### src/rtl/sync_counter_pkg.sv
// Shared types and constants for the synchronous counter subsystem.
// State encoding and the default prescale divider.
package sync_counter_pkg;

    typedef enum logic [1:0] {
        IDLE  = 2'b00,
        RUN   = 2'b01,
        PAUSE = 2'b10,
        DONE  = 2'b11
    } state_t;

    localparam int PRESCALE_DEF = 4;

endpackage

### src/rtl/sync_counter_ctrl_prescaler.sv
// Advance divider for sync_counter_ctrl.
// tick is high on enabled cycles where the divider sits at PRESCALE-1.
module scc_prescaler
    import sync_counter_pkg::*;
#(
    parameter int PRESCALE = PRESCALE_DEF
) (
    input  logic clk,
    input  logic rst,
    input  logic en,
    input  logic clear,
    output logic tick
);

    localparam int PW = (PRESCALE > 2) ? $clog2(PRESCALE) : 1;
    localparam logic [PW-1:0] LAST = PW'(PRESCALE - 1);

    logic [PW-1:0] cnt;

    assign tick = en && (cnt == LAST);

    // divider: restarts on clear, wraps after the tick cycle
    always_ff @(posedge clk) begin
        if (rst || clear) begin
            cnt <= '0;
        end else if (en) begin
            cnt <= tick ? '0 : cnt + 1'b1;
        end
    end

endmodule

### src/rtl/sync_counter_ctrl.sv
// Counter register and start/pause/load/clear sequencer.
// Optional advance prescaler enabled by defining SCC_PRESCALE_EN.
module sync_counter_ctrl
    import sync_counter_pkg::*;
#(
    parameter int WIDTH    = 8,
    parameter int PRESCALE = PRESCALE_DEF
) (
    input  logic             clk,
    input  logic             rst,
    input  logic             clr,
    input  logic             start,
    input  logic             stop,
    input  logic             load,
    input  logic [WIDTH-1:0] load_val,
    input  logic [WIDTH-1:0] limit,
    input  logic             oneshot,
    output logic [WIDTH-1:0] count,
    output logic             busy,
    output logic             tc,
    output logic             done
);

    state_t           state;
    state_t           state_n;
    logic [WIDTH-1:0] limit_q;
    logic             mode_q;
    logic [WIDTH-1:0] count_n;
    logic [WIDTH-1:0] limit_n;
    logic             mode_n;
    logic             tc_n;
    logic             adv;
    logic             hit;

    assign hit = (count == limit_q);

`ifdef SCC_PRESCALE_EN
    logic tick;
    logic pre_en;
    logic pre_clr;

    // stop/load/clr cycles never count toward the next advance
    assign pre_en  = (state == RUN) && !clr && !load && !stop;
    assign pre_clr = clr || load ||
                     (start && (state == IDLE || state == DONE));

    scc_prescaler #(
        .PRESCALE (PRESCALE)
    ) u_prescaler (
        .clk   (clk),
        .rst   (rst),
        .en    (pre_en),
        .clear (pre_clr),
        .tick  (tick)
    );

    assign adv = tick;
`else
    assign adv = 1'b1;
`endif

    // state and registered outputs
    always_ff @(posedge clk) begin
        if (rst) begin
            state   <= IDLE;
            count   <= '0;
            limit_q <= '0;
            mode_q  <= 1'b0;
            busy    <= 1'b0;
            tc      <= 1'b0;
            done    <= 1'b0;
        end else begin
            state   <= state_n;
            count   <= count_n;
            limit_q <= limit_n;
            mode_q  <= mode_n;
            busy    <= (state_n == RUN) || (state_n == PAUSE);
            tc      <= tc_n;
            done    <= (state_n == DONE);
        end
    end

    // next-state decode: clr > load > stop > start
    always_comb begin
        state_n = state;
        if (clr) begin
            state_n = IDLE;
        end else begin
            unique case (state)
                IDLE: begin
                    if (start) state_n = RUN;
                end
                RUN: begin
                    if (load) state_n = RUN;
                    else if (stop) state_n = PAUSE;
                    else if (adv && hit && mode_q) state_n = DONE;
                end
                PAUSE: begin
                    if (!load && start) state_n = RUN;
                end
                DONE: begin
                    if (load) state_n = IDLE;
                    else if (start) state_n = RUN;
                end
                default: state_n = IDLE;
            endcase
        end
    end

    // count, sampled config and terminal-count pulse
    always_comb begin
        count_n = count;
        limit_n = limit_q;
        mode_n  = mode_q;
        tc_n    = 1'b0;
        if (clr) begin
            count_n = '0;
        end else begin
            unique case (state)
                IDLE: begin
                    if (load) count_n = load_val;
                    if (start) begin
                        limit_n = limit;
                        mode_n  = oneshot;
                    end
                end
                RUN: begin
                    if (load) begin
                        count_n = load_val;
                    end else if (!stop && adv) begin
                        if (!hit) begin
                            count_n = count + 1'b1;
                        end else begin
                            tc_n = 1'b1;
                            if (!mode_q) count_n = '0;
                        end
                    end
                end
                PAUSE: begin
                    if (load) count_n = load_val;
                end
                DONE: begin
                    if (load) begin
                        count_n = load_val;
                    end else if (start) begin
                        count_n = '0;
                        limit_n = limit;
                        mode_n  = oneshot;
                    end
                end
                default: count_n = '0;
            endcase
        end
    end

endmodule

### config.mk
export PLATFORM = sky130hd
export DESIGN_NAME = sync_counter_ctrl
export DESIGN_NICKNAME = d
export VERILOG_FILES = /design/src/rtl/sync_counter_pkg.sv /design/src/rtl/sync_counter_ctrl_prescaler.sv /design/src/rtl/sync_counter_ctrl.sv
export SDC_FILE = /design/constraint.sdc
export NUM_CORES = 1
export LEC_CHECK = 0
export ABC_CLOCK_PERIOD_IN_PS = 4700
export CORE_MARGIN = 5
export CORE_UTILIZATION = 54
export DETAILED_ROUTE_END_ITERATION = 7
export PLACE_DENSITY = 0.82
export SYNTH_ARGS = -nofsm -noshare
export SYNTH_HDL_FRONTEND = slang
export SYNTH_SLANG_ARGS = --single-unit
### constraint.sdc
create_clock -name clk -period 4.7 [get_ports clk]
set_input_delay 1.175 -clock clk [delete_from_list [all_inputs] [get_ports clk]]
set_output_delay 1.175 -clock clk [all_outputs]
set_load 0.05 [all_outputs]
==> results by group <==
STA
  • Final setup margin: 1.70 ns
  • Final Skew: 0.00681 ns
  • Max Fclk: 0.333 GHz
  • RSZ-0062 raised after global routing: no
  • Worst-Margin Slew: between 0.6 and 0.7 ns
  • Tmin final: around 3.0 ns
  • Final number of hold-violating endpoints: 0
  • Hold WS: 0.545 ns
  • Pins over their slew limit: 0
  • Fin Setup TNS: 0 ns
  • Period Utilization, post-route: 0.639
  • Final setup violation count: 0
  • Max-slew headroom: 0.584

Clock network
  • PostCTS Resize Cnt: 0
  • CTS Sinks: 22
  • Clock slew at reported path FFs: ~0.12 ns
  • Setup bufs post-CTS: 0
  • Cts bufs inserted: 3
  • Root buffer cell: clkbuf_4
  • Hold Buf Count CTS: 0
  • Clock latency on the worst-skew pair: ~0.32 ns
  • TritonCTS clock tree: yes
  • Max Buffers Root-to-Sink: 2
  • # H-tree levels: 1

Routing
  • Met3 wire length: ~280 µm
  • Metal-1 WL: between 1500 and 2000 µm
  • Detail Route Antenna Nets: 0
  • Initial drt markers: roughly 110
  • # DRC: 0
  • Drt total wl: between 3000 and 4000 µm
  • Average wire per standard cell: 15.6 µm
  • Routed vias/inst: just under 6
  • First-pass DRT Iterations: 4
  • Met2 Routed Length: ~1800 µm
  • Vias post-DR: approximately 1400
  • Top Layer Used: met4

Critical path
  • Family with the most delay on the worst path: buffers and inverters
  • Crit-path max FO: 9
  • Worst path cell trace: clkdlybuf4s50_1
  • Startpoint class of the critical path: flop
  • Setup slack, reg-to-reg: ~2.3 ns
  • Max incr delay on CP: around 0.9 ns
  • CP Buf/Inv Count: 1
  • Critical path arrival: between 1.5 and 2 ns
  • CP max-delay cell: clkdlybuf4s50_1
  • CP Capture Type: output pin
  • Setup CP Type: flop to output pin
  • CP required: about 3.5 ns

Synthesis
  • Ys async rst share: 0
  • Most used DFF post-synth: dfxtp_1
  • Synth top cells by count: 23 x nor2_1, 22 x dfxtp_1, 13 x a21oi_1, 13 x nand2_1
  • Synth top area cells: dfxtp_1 30%, mux2i_1 6.0%, ha_1 5.9%
  • Seq cells post-synth: 22
  • Syn_nets: 207
  • Yosys warns: 0
  • Synthesized instance count: between 150 and 200
  • Post-synth EDFFs: 0
  • Post-synthesis cell type count: between 40 and 50
  • Most common cell in the netlist: nor2_1
  • Post-Syn Area per Cell: 8.43 µm²
  • Yosys top cell area share: 0.295
  • Cell Area, Synth: between 1000 and 1500 µm²
  • Post-synthesis sequential area ratio: 0.295
  • Yosys top cell by area: dfxtp_1

Finish
  • Layout cells sized above 1: 0.0732
  • Area grow syn2layout: 23.5%
  • Ant diodes: 0
  • Final Net Count: approximately 240

Die
  • Die width: about 63 µm
  • Chip height: 62.6 µm
  • IO Count: 34
  • Initial Util: 0.550
  • Rows: 19
  • DIE AREA: 3910 µm²
  • Core footprint: around 2700 µm²

Placed design
  • Post-DP HPWL: approximately 2800 µm
  • Routability cong.: 0.900
  • Buffers added on ports: 33
  • Dpl ws: between 1.5 and 2 ns

Power and ir drop
  • Leak: roughly 0.73 nW
  • Maximum vdd drop: 0.000198 V
  • PD cells: 235 nW/µm²

Global route
  • Initial antenna violation count: 0
  • First-pass GRT wire length: ~6400 µm
  • Vias in the first global route: around 1300
  • Gr ovfl total: 0
  • Pin count of the biggest net entering global routing: 16
  • GRT Overall Usage: 0.196

Status
  • Status: complete, no violations

Hold path
  • Worst Hold Class: flop to flop

Job
  • Max-cap violations: 0
[where the power goes]
group / total, mW / leakage, nW / internal (mW) / switching, mW
sequential: 0.204 / 0.179 / 0.194 / 0.0101
combinational: 0.121 / 0.527 / 0.0533 / 0.0675
clock: 0.108 / 0.0210 / 0.0474 / 0.0602
[cell families (layout without fill, tap and decap cells)]
family / Yosys count / in the layout / share of synthesized area
compound gates: 48 / 48 / 0.216
simple gates: 67 / 67 / 0.244
fa+ha+maj: 7 / 7 / 0.0587
xor+xnor: 12 / 12 / 0.0805
mux: 9 / 9 / 0.0604
flops: 22 / 22 / 0.295
buf+inv: 12 / 40 / 0.0445
[metal layers]
metal  vias up  GRT usage
met5         -          0
met4         0     0.0716
met3         7     0.0414
met2        61      0.323
met1       635      0.249
li1        693          -
[final timing paths]
| path | from | to | cells past startpoint |
|---|---|---|---|
| setup reg to reg | count[0] | busy | 7 |
| setup / recovery | count[0] | count[0] | 1 |
| hold reg to reg | limit_q[2] | limit_q[2] | 2 |
| hold / removal | limit_q[2] | limit_q[2] | 2 |
[layout make-up]
cell class | count | area, µm²
Fill cell | 239 | 868
Clock buffer | 4 | 36.3
Sequential cell | 22 | 440
Inverter | 3 | 11.3
Timing Repair Buffer | 33 | 330
Tap cell | 31 | 38.8
Multi-Input combinational cell | 143 | 985
[registers in the layout, indices dropped and copies added (netlist names)]
name and cells:
busy 1, count 8, state 2, done 1, tc 1, limit_q 8, mode_q 1
[stage by stage]
stage               instance area (µm²)  total power [mW]  instances   util
detailed placement                 1810             0.327        232  0.666
CTS                                1840             0.434        236  0.680
floorplan                          1490             0.288        177      -
global placement                   1810             0.325        232  0.666
finish                             1840             0.432        236  0.680
global route                       1840             0.456        236  0.680
[layout by cell type (no fill, tap or decap), types with 2 or more instances in the layout]
master / netlist / routed
nand2_1: 13 / 13
xnor2_1: 3 / 3
inv_1: 3 / 3
o21ai_1: 3 / 3
clkdlybuf4s50_1: 0 / 33
a22oi_1: 3 / 3
nor4_4: 2 / 2
o221ai_1: 2 / 2
xor2_2: 2 / 2
a211oi_1: 4 / 4
dfxtp_1: 22 / 22
mux2i_1: 9 / 9
xor2_1: 7 / 7
a21oi_1: 13 / 13
o21ai_0: 6 / 6
ha_1: 7 / 7
nor2b_1: 3 / 3
a211oi_2: 2 / 2
nand2b_1: 4 / 4
o22ai_1: 4 / 4
nor2_1: 23 / 23
nand3_1: 9 / 9
nor3_1: 2 / 2
and2_1: 3 / 3
a31oi_1: 2 / 2
o2111ai_1: 2 / 2
clkbuf_4: 0 / 3
Note: power is estimated with default switching activity, not from simulation.
